==> config.mk <==
export PLATFORM = sky130hd
export DESIGN_NAME = fp_op_dispatcher_flat
export DESIGN_NICKNAME = d
export VERILOG_FILES = /design/src/rtl/fp_alu_pkg.sv /design/src/rtl/fp_op_dispatcher_if.sv /design/src/rtl/fp_req_fifo.sv /design/src/rtl/fp_op_dispatcher.sv /design/src/flat_wrapper.sv
export SDC_FILE = /design/constraint.sdc
export NUM_CORES = 1
export LEC_CHECK = 0
export ABC_CLOCK_PERIOD_IN_PS = 2600
export CAP_MARGIN = 20
export CELL_PAD_IN_SITES_DETAIL_PLACEMENT = 1
export CELL_PAD_IN_SITES_GLOBAL_PLACEMENT = 1
export CORE_AREA = 2 2 205 207
export DETAILED_ROUTE_END_ITERATION = 7
export DIE_AREA = 0 0 207 209
export PLACE_DENSITY_LB_ADDON = 0.1
export SYNTH_ARGS = -nofsm -noshare
export SYNTH_HDL_FRONTEND = slang
export SYNTH_HIERARCHICAL = 1
export SYNTH_SLANG_ARGS = --single-unit
==> constraint.sdc <==
create_clock -name clk -period 2.6 [get_ports clk]
set_input_delay 0.52 -clock clk [delete_from_list [all_inputs] [get_ports clk]]
set_output_delay 0.52 -clock clk [all_outputs]
set_load 0.05 [all_outputs]
==> src/rtl/fp_alu_pkg.sv <==
// Shared definitions for the FP add/sub dispatcher: FSM encoding, status flag
// positions and operation codes.
package fp_alu_pkg;

    typedef enum logic [1:0] {
        ST_IDLE = 2'd0,
        ST_LOAD = 2'd1,
        ST_WAIT = 2'd2,
        ST_HOLD = 2'd3
    } disp_state_e;

    localparam int FLAG_W         = 5;
    localparam int FLAG_ZERO      = 0;
    localparam int FLAG_UNDERFLOW = 1;
    localparam int FLAG_OVERFLOW  = 2;
    localparam int FLAG_NAN       = 3;
    localparam int FLAG_TIMEOUT   = 4;

    localparam logic OP_ADD = 1'b0;
    localparam logic OP_SUB = 1'b1;

endpackage

==> src/rtl/fp_op_dispatcher_if.sv <==
// Request, adder and result signals of the FP dispatcher; the dispatcher takes
// the slave side, the environment (requester + adder + consumer) the master side.
interface fp_op_dispatcher_if #(
    parameter int N = 31
);
    import fp_alu_pkg::*;

    logic              in_valid;
    logic              in_ready;
    logic [N:0]        in_a;
    logic [N:0]        in_b;
    logic              in_op;

    logic [N:0]        add_a;
    logic [N:0]        add_b;
    logic              add_load;
    logic              add_enable;
    logic [N:0]        add_result;
    logic              add_done;
    logic              add_zero;
    logic              add_overflow;
    logic              add_underflow;
    logic              add_nan;

    logic              out_valid;
    logic              out_ready;
    logic [N:0]        out_result;
    logic [FLAG_W-1:0] out_flags;

    modport master (
        output in_valid, in_a, in_b, in_op,
        output add_result, add_done, add_zero, add_overflow, add_underflow, add_nan,
        output out_ready,
        input  in_ready, add_a, add_b, add_load, add_enable,
        input  out_valid, out_result, out_flags
    );

    modport slave (
        input  in_valid, in_a, in_b, in_op,
        input  add_result, add_done, add_zero, add_overflow, add_underflow, add_nan,
        input  out_ready,
        output in_ready, add_a, add_b, add_load, add_enable,
        output out_valid, out_result, out_flags
    );

endinterface

==> src/rtl/fp_req_fifo.sv <==
// Request buffer: DEPTH-entry (power of two) synchronous FIFO with the head
// entry always visible on pop_data.
module fp_req_fifo #(
    parameter int WIDTH = 64,
    parameter int DEPTH = 4
) (
    input  logic             clk,
    input  logic             rst_n,
    input  logic             push,
    input  logic [WIDTH-1:0] push_data,
    input  logic             pop,
    output logic [WIDTH-1:0] pop_data,
    output logic             full,
    output logic             empty
);
    localparam int AW = $clog2(DEPTH);
    localparam logic [AW:0] DEPTH_C = DEPTH[AW:0];

    logic [WIDTH-1:0] mem_q [DEPTH];
    logic [WIDTH-1:0] mem_d [DEPTH];
    logic [AW-1:0]    wr_ptr_q, wr_ptr_d;
    logic [AW-1:0]    rd_ptr_q, rd_ptr_d;
    logic [AW:0]      count_q, count_d;
    logic             push_ok, pop_ok;

    assign full     = (count_q == DEPTH_C);
    assign empty    = (count_q == '0);
    assign push_ok  = push && !full;
    assign pop_ok   = pop && !empty;
    assign pop_data = mem_q[rd_ptr_q];

    always_comb begin
        mem_d    = mem_q;
        wr_ptr_d = wr_ptr_q;
        rd_ptr_d = rd_ptr_q;
        count_d  = count_q;
        if (push_ok) begin
            mem_d[wr_ptr_q] = push_data;
            wr_ptr_d        = wr_ptr_q + 1'b1;
        end
        if (pop_ok) begin
            rd_ptr_d = rd_ptr_q + 1'b1;
        end
        if (push_ok && !pop_ok) begin
            count_d = count_q + 1'b1;
        end else if (pop_ok && !push_ok) begin
            count_d = count_q - 1'b1;
        end
    end

    always_ff @(posedge clk) begin
        if (!rst_n) begin
            wr_ptr_q <= '0;
            rd_ptr_q <= '0;
            count_q  <= '0;
            for (int i = 0; i < DEPTH; i++) begin
                mem_q[i] <= '0;
            end
        end else begin
            wr_ptr_q <= wr_ptr_d;
            rd_ptr_q <= rd_ptr_d;
            count_q  <= count_d;
            mem_q    <= mem_d;
        end
    end

endmodule

==> src/rtl/fp_op_dispatcher.sv <==
// Buffers FP add/sub requests and feeds them one at a time to an external adder,
// returning each result (or a timeout) in request order.
//   IDLE | waiting for a buffered request    LOAD | pulse add_load, clear timer/armed
//   WAIT | waiting for a fresh add_done      HOLD | result presented until out_ready
module fp_op_dispatcher
    import fp_alu_pkg::*;
#(
    parameter int Mantissa_Size = 23,
    parameter int Exponent_Size = 8,
    parameter int FIFO_DEPTH    = 4,
    parameter int TIMEOUT       = 32
) (
    input logic               clk,
    input logic               rst_n,
    fp_op_dispatcher_if.slave bus
);
    localparam int N     = Mantissa_Size + Exponent_Size;
    localparam int CNT_W = $clog2(TIMEOUT) + 1;
    localparam logic [CNT_W-1:0] CNT_LAST = CNT_W'(TIMEOUT - 1);

    disp_state_e       state_q, state_d;
    logic [N:0]        add_a_q, add_a_d;
    logic [N:0]        add_b_q, add_b_d;
    logic [N:0]        res_q, res_d;
    logic [FLAG_W-1:0] flags_q, flags_d;
    logic [CNT_W-1:0]  cnt_q, cnt_d;
    logic              armed_q, armed_d;

    logic              fifo_push, fifo_pop, fifo_full, fifo_empty;
    logic [N:0]        b_stored;
    logic [2*N+1:0]    fifo_head;

    // Subtraction is folded into the request by flipping B's sign on entry.
    assign b_stored  = (bus.in_op == OP_SUB) ? {~bus.in_b[N], bus.in_b[N-1:0]} : bus.in_b;
    assign fifo_push = bus.in_valid && bus.in_ready;
    assign fifo_pop  = (state_q == ST_IDLE) && !fifo_empty;

    fp_req_fifo #(
        .WIDTH (2*N+2),
        .DEPTH (FIFO_DEPTH)
    ) u_req_fifo (
        .clk       (clk),
        .rst_n     (rst_n),
        .push      (fifo_push),
        .push_data ({bus.in_a, b_stored}),
        .pop       (fifo_pop),
        .pop_data  (fifo_head),
        .full      (fifo_full),
        .empty     (fifo_empty)
    );

    assign bus.in_ready   = rst_n && !fifo_full;
    assign bus.add_enable = rst_n;
    assign bus.add_load   = (state_q == ST_LOAD);
    assign bus.add_a      = add_a_q;
    assign bus.add_b      = add_b_q;
    assign bus.out_valid  = (state_q == ST_HOLD);
    assign bus.out_result = res_q;
    assign bus.out_flags  = flags_q;

    always_comb begin
        state_d = state_q;
        add_a_d = add_a_q;
        add_b_d = add_b_q;
        res_d   = res_q;
        flags_d = flags_q;
        cnt_d   = cnt_q;
        armed_d = armed_q;
        unique case (state_q)
            ST_IDLE: begin
                if (!fifo_empty) begin
                    add_a_d = fifo_head[2*N+1:N+1];
                    add_b_d = fifo_head[N:0];
                    state_d = ST_LOAD;
                end
            end
            ST_LOAD: begin
                cnt_d   = '0;
                armed_d = 1'b0;
                state_d = ST_WAIT;
            end
            ST_WAIT: begin
                // A done left high by the previous operation is ignored until it has been seen low.
                if (!bus.add_done) begin
                    armed_d = 1'b1;
                end
                if (armed_q && bus.add_done) begin
                    res_d                   = bus.add_result;
                    flags_d                 = '0;
                    flags_d[FLAG_NAN]       = bus.add_nan;
                    flags_d[FLAG_OVERFLOW]  = bus.add_overflow;
                    flags_d[FLAG_UNDERFLOW] = bus.add_underflow;
                    flags_d[FLAG_ZERO]      = bus.add_zero;
                    state_d                 = ST_HOLD;
                end else if (cnt_q == CNT_LAST) begin
                    res_d                 = '0;
                    flags_d               = '0;
                    flags_d[FLAG_TIMEOUT] = 1'b1;
                    state_d               = ST_HOLD;
                end else begin
                    cnt_d = cnt_q + 1'b1;
                end
            end
            ST_HOLD: begin
                if (bus.out_ready) begin
                    state_d = ST_IDLE;
                end
            end
            default: state_d = ST_IDLE;
        endcase
    end

    always_ff @(posedge clk) begin
        if (!rst_n) begin
            state_q <= ST_IDLE;
            add_a_q <= '0;
            add_b_q <= '0;
            res_q   <= '0;
            flags_q <= '0;
            cnt_q   <= '0;
            armed_q <= 1'b0;
        end else begin
            state_q <= state_d;
            add_a_q <= add_a_d;
            add_b_q <= add_b_d;
            res_q   <= res_d;
            flags_q <= flags_d;
            cnt_q   <= cnt_d;
            armed_q <= armed_d;
        end
    end

endmodule

==> src/flat_wrapper.sv <==
// flat-port wrapper written by rule: the top's interface ports become plain ports
module fp_op_dispatcher_flat import fp_alu_pkg::*;
#(
    parameter int Mantissa_Size = 23,
    parameter int Exponent_Size = 8,
    parameter int FIFO_DEPTH    = 4,
    parameter int TIMEOUT       = 32
)
  (clk, rst_n, bus_in_valid, bus_in_a, bus_in_b, bus_in_op, bus_add_result, bus_add_done, bus_add_zero, bus_add_overflow, bus_add_underflow, bus_add_nan, bus_out_ready, bus_in_ready, bus_add_a, bus_add_b, bus_add_load, bus_add_enable, bus_out_valid, bus_out_result, bus_out_flags);
  fp_op_dispatcher_if #(.N(((23) + (8)))) bus_i ();
  input logic clk;
  input logic rst_n;
  input wire logic [$bits(bus_i.in_valid)-1:0] bus_in_valid;
  input wire logic [$bits(bus_i.in_a)-1:0] bus_in_a;
  input wire logic [$bits(bus_i.in_b)-1:0] bus_in_b;
  input wire logic [$bits(bus_i.in_op)-1:0] bus_in_op;
  input wire logic [$bits(bus_i.add_result)-1:0] bus_add_result;
  input wire logic [$bits(bus_i.add_done)-1:0] bus_add_done;
  input wire logic [$bits(bus_i.add_zero)-1:0] bus_add_zero;
  input wire logic [$bits(bus_i.add_overflow)-1:0] bus_add_overflow;
  input wire logic [$bits(bus_i.add_underflow)-1:0] bus_add_underflow;
  input wire logic [$bits(bus_i.add_nan)-1:0] bus_add_nan;
  input wire logic [$bits(bus_i.out_ready)-1:0] bus_out_ready;
  output wire logic [$bits(bus_i.in_ready)-1:0] bus_in_ready;
  output wire logic [$bits(bus_i.add_a)-1:0] bus_add_a;
  output wire logic [$bits(bus_i.add_b)-1:0] bus_add_b;
  output wire logic [$bits(bus_i.add_load)-1:0] bus_add_load;
  output wire logic [$bits(bus_i.add_enable)-1:0] bus_add_enable;
  output wire logic [$bits(bus_i.out_valid)-1:0] bus_out_valid;
  output wire logic [$bits(bus_i.out_result)-1:0] bus_out_result;
  output wire logic [$bits(bus_i.out_flags)-1:0] bus_out_flags;
  assign bus_i.in_valid = bus_in_valid;
  assign bus_i.in_a = bus_in_a;
  assign bus_i.in_b = bus_in_b;
  assign bus_i.in_op = bus_in_op;
  assign bus_i.add_result = bus_add_result;
  assign bus_i.add_done = bus_add_done;
  assign bus_i.add_zero = bus_add_zero;
  assign bus_i.add_overflow = bus_add_overflow;
  assign bus_i.add_underflow = bus_add_underflow;
  assign bus_i.add_nan = bus_add_nan;
  assign bus_i.out_ready = bus_out_ready;
  assign bus_in_ready = bus_i.in_ready;
  assign bus_add_a = bus_i.add_a;
  assign bus_add_b = bus_i.add_b;
  assign bus_add_load = bus_i.add_load;
  assign bus_add_enable = bus_i.add_enable;
  assign bus_out_valid = bus_i.out_valid;
  assign bus_out_result = bus_i.out_result;
  assign bus_out_flags = bus_i.out_flags;
  fp_op_dispatcher #(.Mantissa_Size(Mantissa_Size), .Exponent_Size(Exponent_Size), .FIFO_DEPTH(FIFO_DEPTH), .TIMEOUT(TIMEOUT)) u_core (.clk(clk), .rst_n(rst_n), .bus(bus_i));
endmodule
==> qor.txt <==
Status = complete, no violations
Crit path time final = 2474 ps
Final ANT Viol Nets = 0
Root Buffer = clkbuf_16
CP Capture Type = primary output
TritonCTS clock tree = yes
Final GP Congestion = 0.6977
Register area share after synthesis = 47.29%
Worst r2r path cells = 11
Startpoint types = flip-flop
Post-Syn Area per Cell = 10.29 µm²
Initial antenna violation count = 1
Max-slew headroom = 38.90%
CTS Hold Bufs = 0
# fillers = 4490
Clock sinks = 373
Period Utilization, post-route = 95.15%
Tightest Pin Transition = 916.5 ps
Final std cells w/o fill = 2277
EDFF count, synth = 0
Max Freq = 404.2 MHz
Cts bufs inserted = 43
Peak supply drop = 0.4533 mV
Synth top cells by count = 500 x nand2_1, 373 x dfxtp_1, 260 x mux2i_1
Die width = 207 µm
Cells after Synth = 1535
Vias in the first global route = 12160
Largest area contributor in the netlist = dfxtp_1
DIE AREA = 43260 µm²
Setup TNS = 0 ps
Via-per-instance ratio = 5.039
First-pass DRT Iterations = 4
Synth unique cells = 47
Top Ports = 211
Synthesized flop and latch total = 373
Hold WS = 453.2 ps
Top cell type's share of synthesized area = 47.29%
Routed wire length = 41370 µm
Ys async rst share = 0%
Row cnt = 75
Launch point of the worst reg-to-reg path = u_core/state_q[1]
Worst Setup EP = bus_out_valid
Total GRT Usage = 19.00%
Largest net degree at the start of global routing = 205
FF-to-FF End = u_core/u_req_fifo/count_q[2]
Unrepaired setup endpoints after global routing = false
CTS HTree Levels = 2
Maximum capacitance violations = 0
Dominant register cell in the synthesized netlist = dfxtp_1
Leak = 6.669 nW
Layout cells sized above 1 = 10.48%
Worst-path fanout max = 4
Worst Hold Class = flip-flop to flip-flop
Die height = 209 µm
Worst-path clk slew = 50 ps
Worst path arrival time = 1950 ps
Worst setup path category = flip-flop to primary output
DRC viols = 0
Critical Path Source = u_core/state_q[1]
R2r setup slk = 280 ps
Worst Slack Setup Final = 126.0 ps
Clock Tree Buf Depth = 3
Placed instance count = 2199
Synth Cell Area = 15790 µm²
Starting Density = 38.24%
Final setup fails = 0
Area Overhead vs Synth = 24.71%
Dpl hpwl = 25650 µm
Setup Skew = 14.02 ps
Dpl cell area = 18260 µm²
Power per Cell Area = 798.3 nW/µm²
Setup WS pre-CTS = 60.65 ps
Syn_nets = 1652
Ys Warns = 6
Fin nets = 1822
Largest cells by area after synthesis = dfxtp_1 47%, mux2i_1 16%, nand2_1 12%, mux4_2 9.1%, a21boi_1 4.8%
Fin area = 19690 µm²
Core ar. = 41290 µm²
Routed WL per cell = 18.17 µm
Clock latency reported for the late side of the worst-skew pair = 560 ps
Max-slew violation count = 0
Vias = 11470
Most frequent cell after synthesis = nand2_1
Final hold vios = 0
Initial DRC count = 408
First-pass GRT wire length = 66720 µm
IO buf count = 210
Grt ovf = 0
CP required = 2080 ps
[layout by cell type, fill, tap and decap left out, types with 2 or more instances in the layout]
master	n
nand2_1	500
dfxtp_1	370
mux2i_1	260
clkdlybuf4s50_1	206
a21boi_1	103
mux4_2	64
clkbuf_16	45
nand3_1	42
buf_4	19
buf_12	15
clkbuf_8	14
clkbuf_1	12
ha_1	9
inv_1	7
nand4b_1	5
clkinv_2	4
nor2_1	4
nor2_8	4
and3_1	3
nor2b_1	3
xnor2_1	3
and2_1	3
inv_2	2
xor2_1	2
nor2b_4	2
o211ai_1	2
o31a_1	2
dfxtp_4	2
[worst min path at each step]
stage                                 start                      endpoint  slack (ps)  cells after the start
2_1_floorplan  u_core/u_req_fifo/mem_q[127]  u_core/u_req_fifo/mem_q[127]         430                      2
3_3_place_gp    u_core/u_req_fifo/mem_q[59]   u_core/u_req_fifo/mem_q[59]         440                      2
3_5_place_dp   u_core/u_req_fifo/mem_q[152]  u_core/u_req_fifo/mem_q[152]         450                      2
4_1_cts                u_core/bus.add_a[21]          u_core/bus.add_a[21]         460                      2
5_1_grt                 u_core/bus.add_a[9]           u_core/bus.add_a[9]         470                      2
6_report               u_core/bus.add_b[13]          u_core/bus.add_b[13]         450                      2
[worst max-delay path, cell delays in order (launching register included)]
cell,delay (ps)
dfxtp_1,390
ha_1,180
clkdlybuf4s50_1,830
[routing by layer]
layer / GRT usage (%) / share of wire [%] / up-vias
met4: 5.493 / 1.7 / 0
li1: - / - / 5571
met1: 25.29 / 48 / 5678
met3: 3.336 / 3.9 / 40
met2: 31.67 / 47 / 184
met5: 0 / 0 / -
[sequential cells by signal, indices dropped and copies added, names as in the netlist]
signal / count
u_core/bus.out_flags: 5
u_core/u_req_fifo/rd_ptr_q: 2
u_core/cnt_q: 6
u_core/bus.out_result: 32
u_core/bus.add_a: 32
u_core/u_req_fifo/wr_ptr_q: 2
u_core/u_req_fifo/count_q: 3
u_core/bus.add_b: 32
u_core/u_req_fifo/mem_q: 256
u_core/state_q: 2
u_core/armed_q: 1
[through the flow]
stage                     total power (W)  util, %
after global routing              0.01648    47.69
after global placement           0.009824    44.23
after CTS                         0.01600    47.67
final                             0.01572    47.69
after detailed placement         0.009862    44.23
after floorplan                  0.008650        -
[power by group]
part	switching (W)	total (W)	internal (W)
sequential	0.000255	0.00628	0.00602
clock	0.00239	0.00605	0.00366
combinational	0.00211	0.00339	0.00129
[cell type report]
cell class	instances	area [µm²]	area share (%)
clock inverter	6	58.81	0.2986
clock buffer	71	1364	6.925
multi-input combinational	1035	7540	38.29
tap	539	674.4	3.425
sequential	373	7476	37.96
timing repair buffer	243	2544	12.92
antenna	1	2.502	0.01271
inverter	9	33.78	0.1715
[what timing repair did]
item	CTS	global route
buffers inserted	0	0
gates resized for setup	0	2
setup endpoints to repair	0	2
[cell families after synthesis]
family,after synthesis,share of synthesized area [%]
fa+ha+maj,11,0.9192
xor+xnor,5,0.2774
mux,324,25.61
compound gates,117,5.578
buf+inv,127,5.190
simple gates,578,15.13
flops,373,47.29
Power figures use the tool's default switching activity.
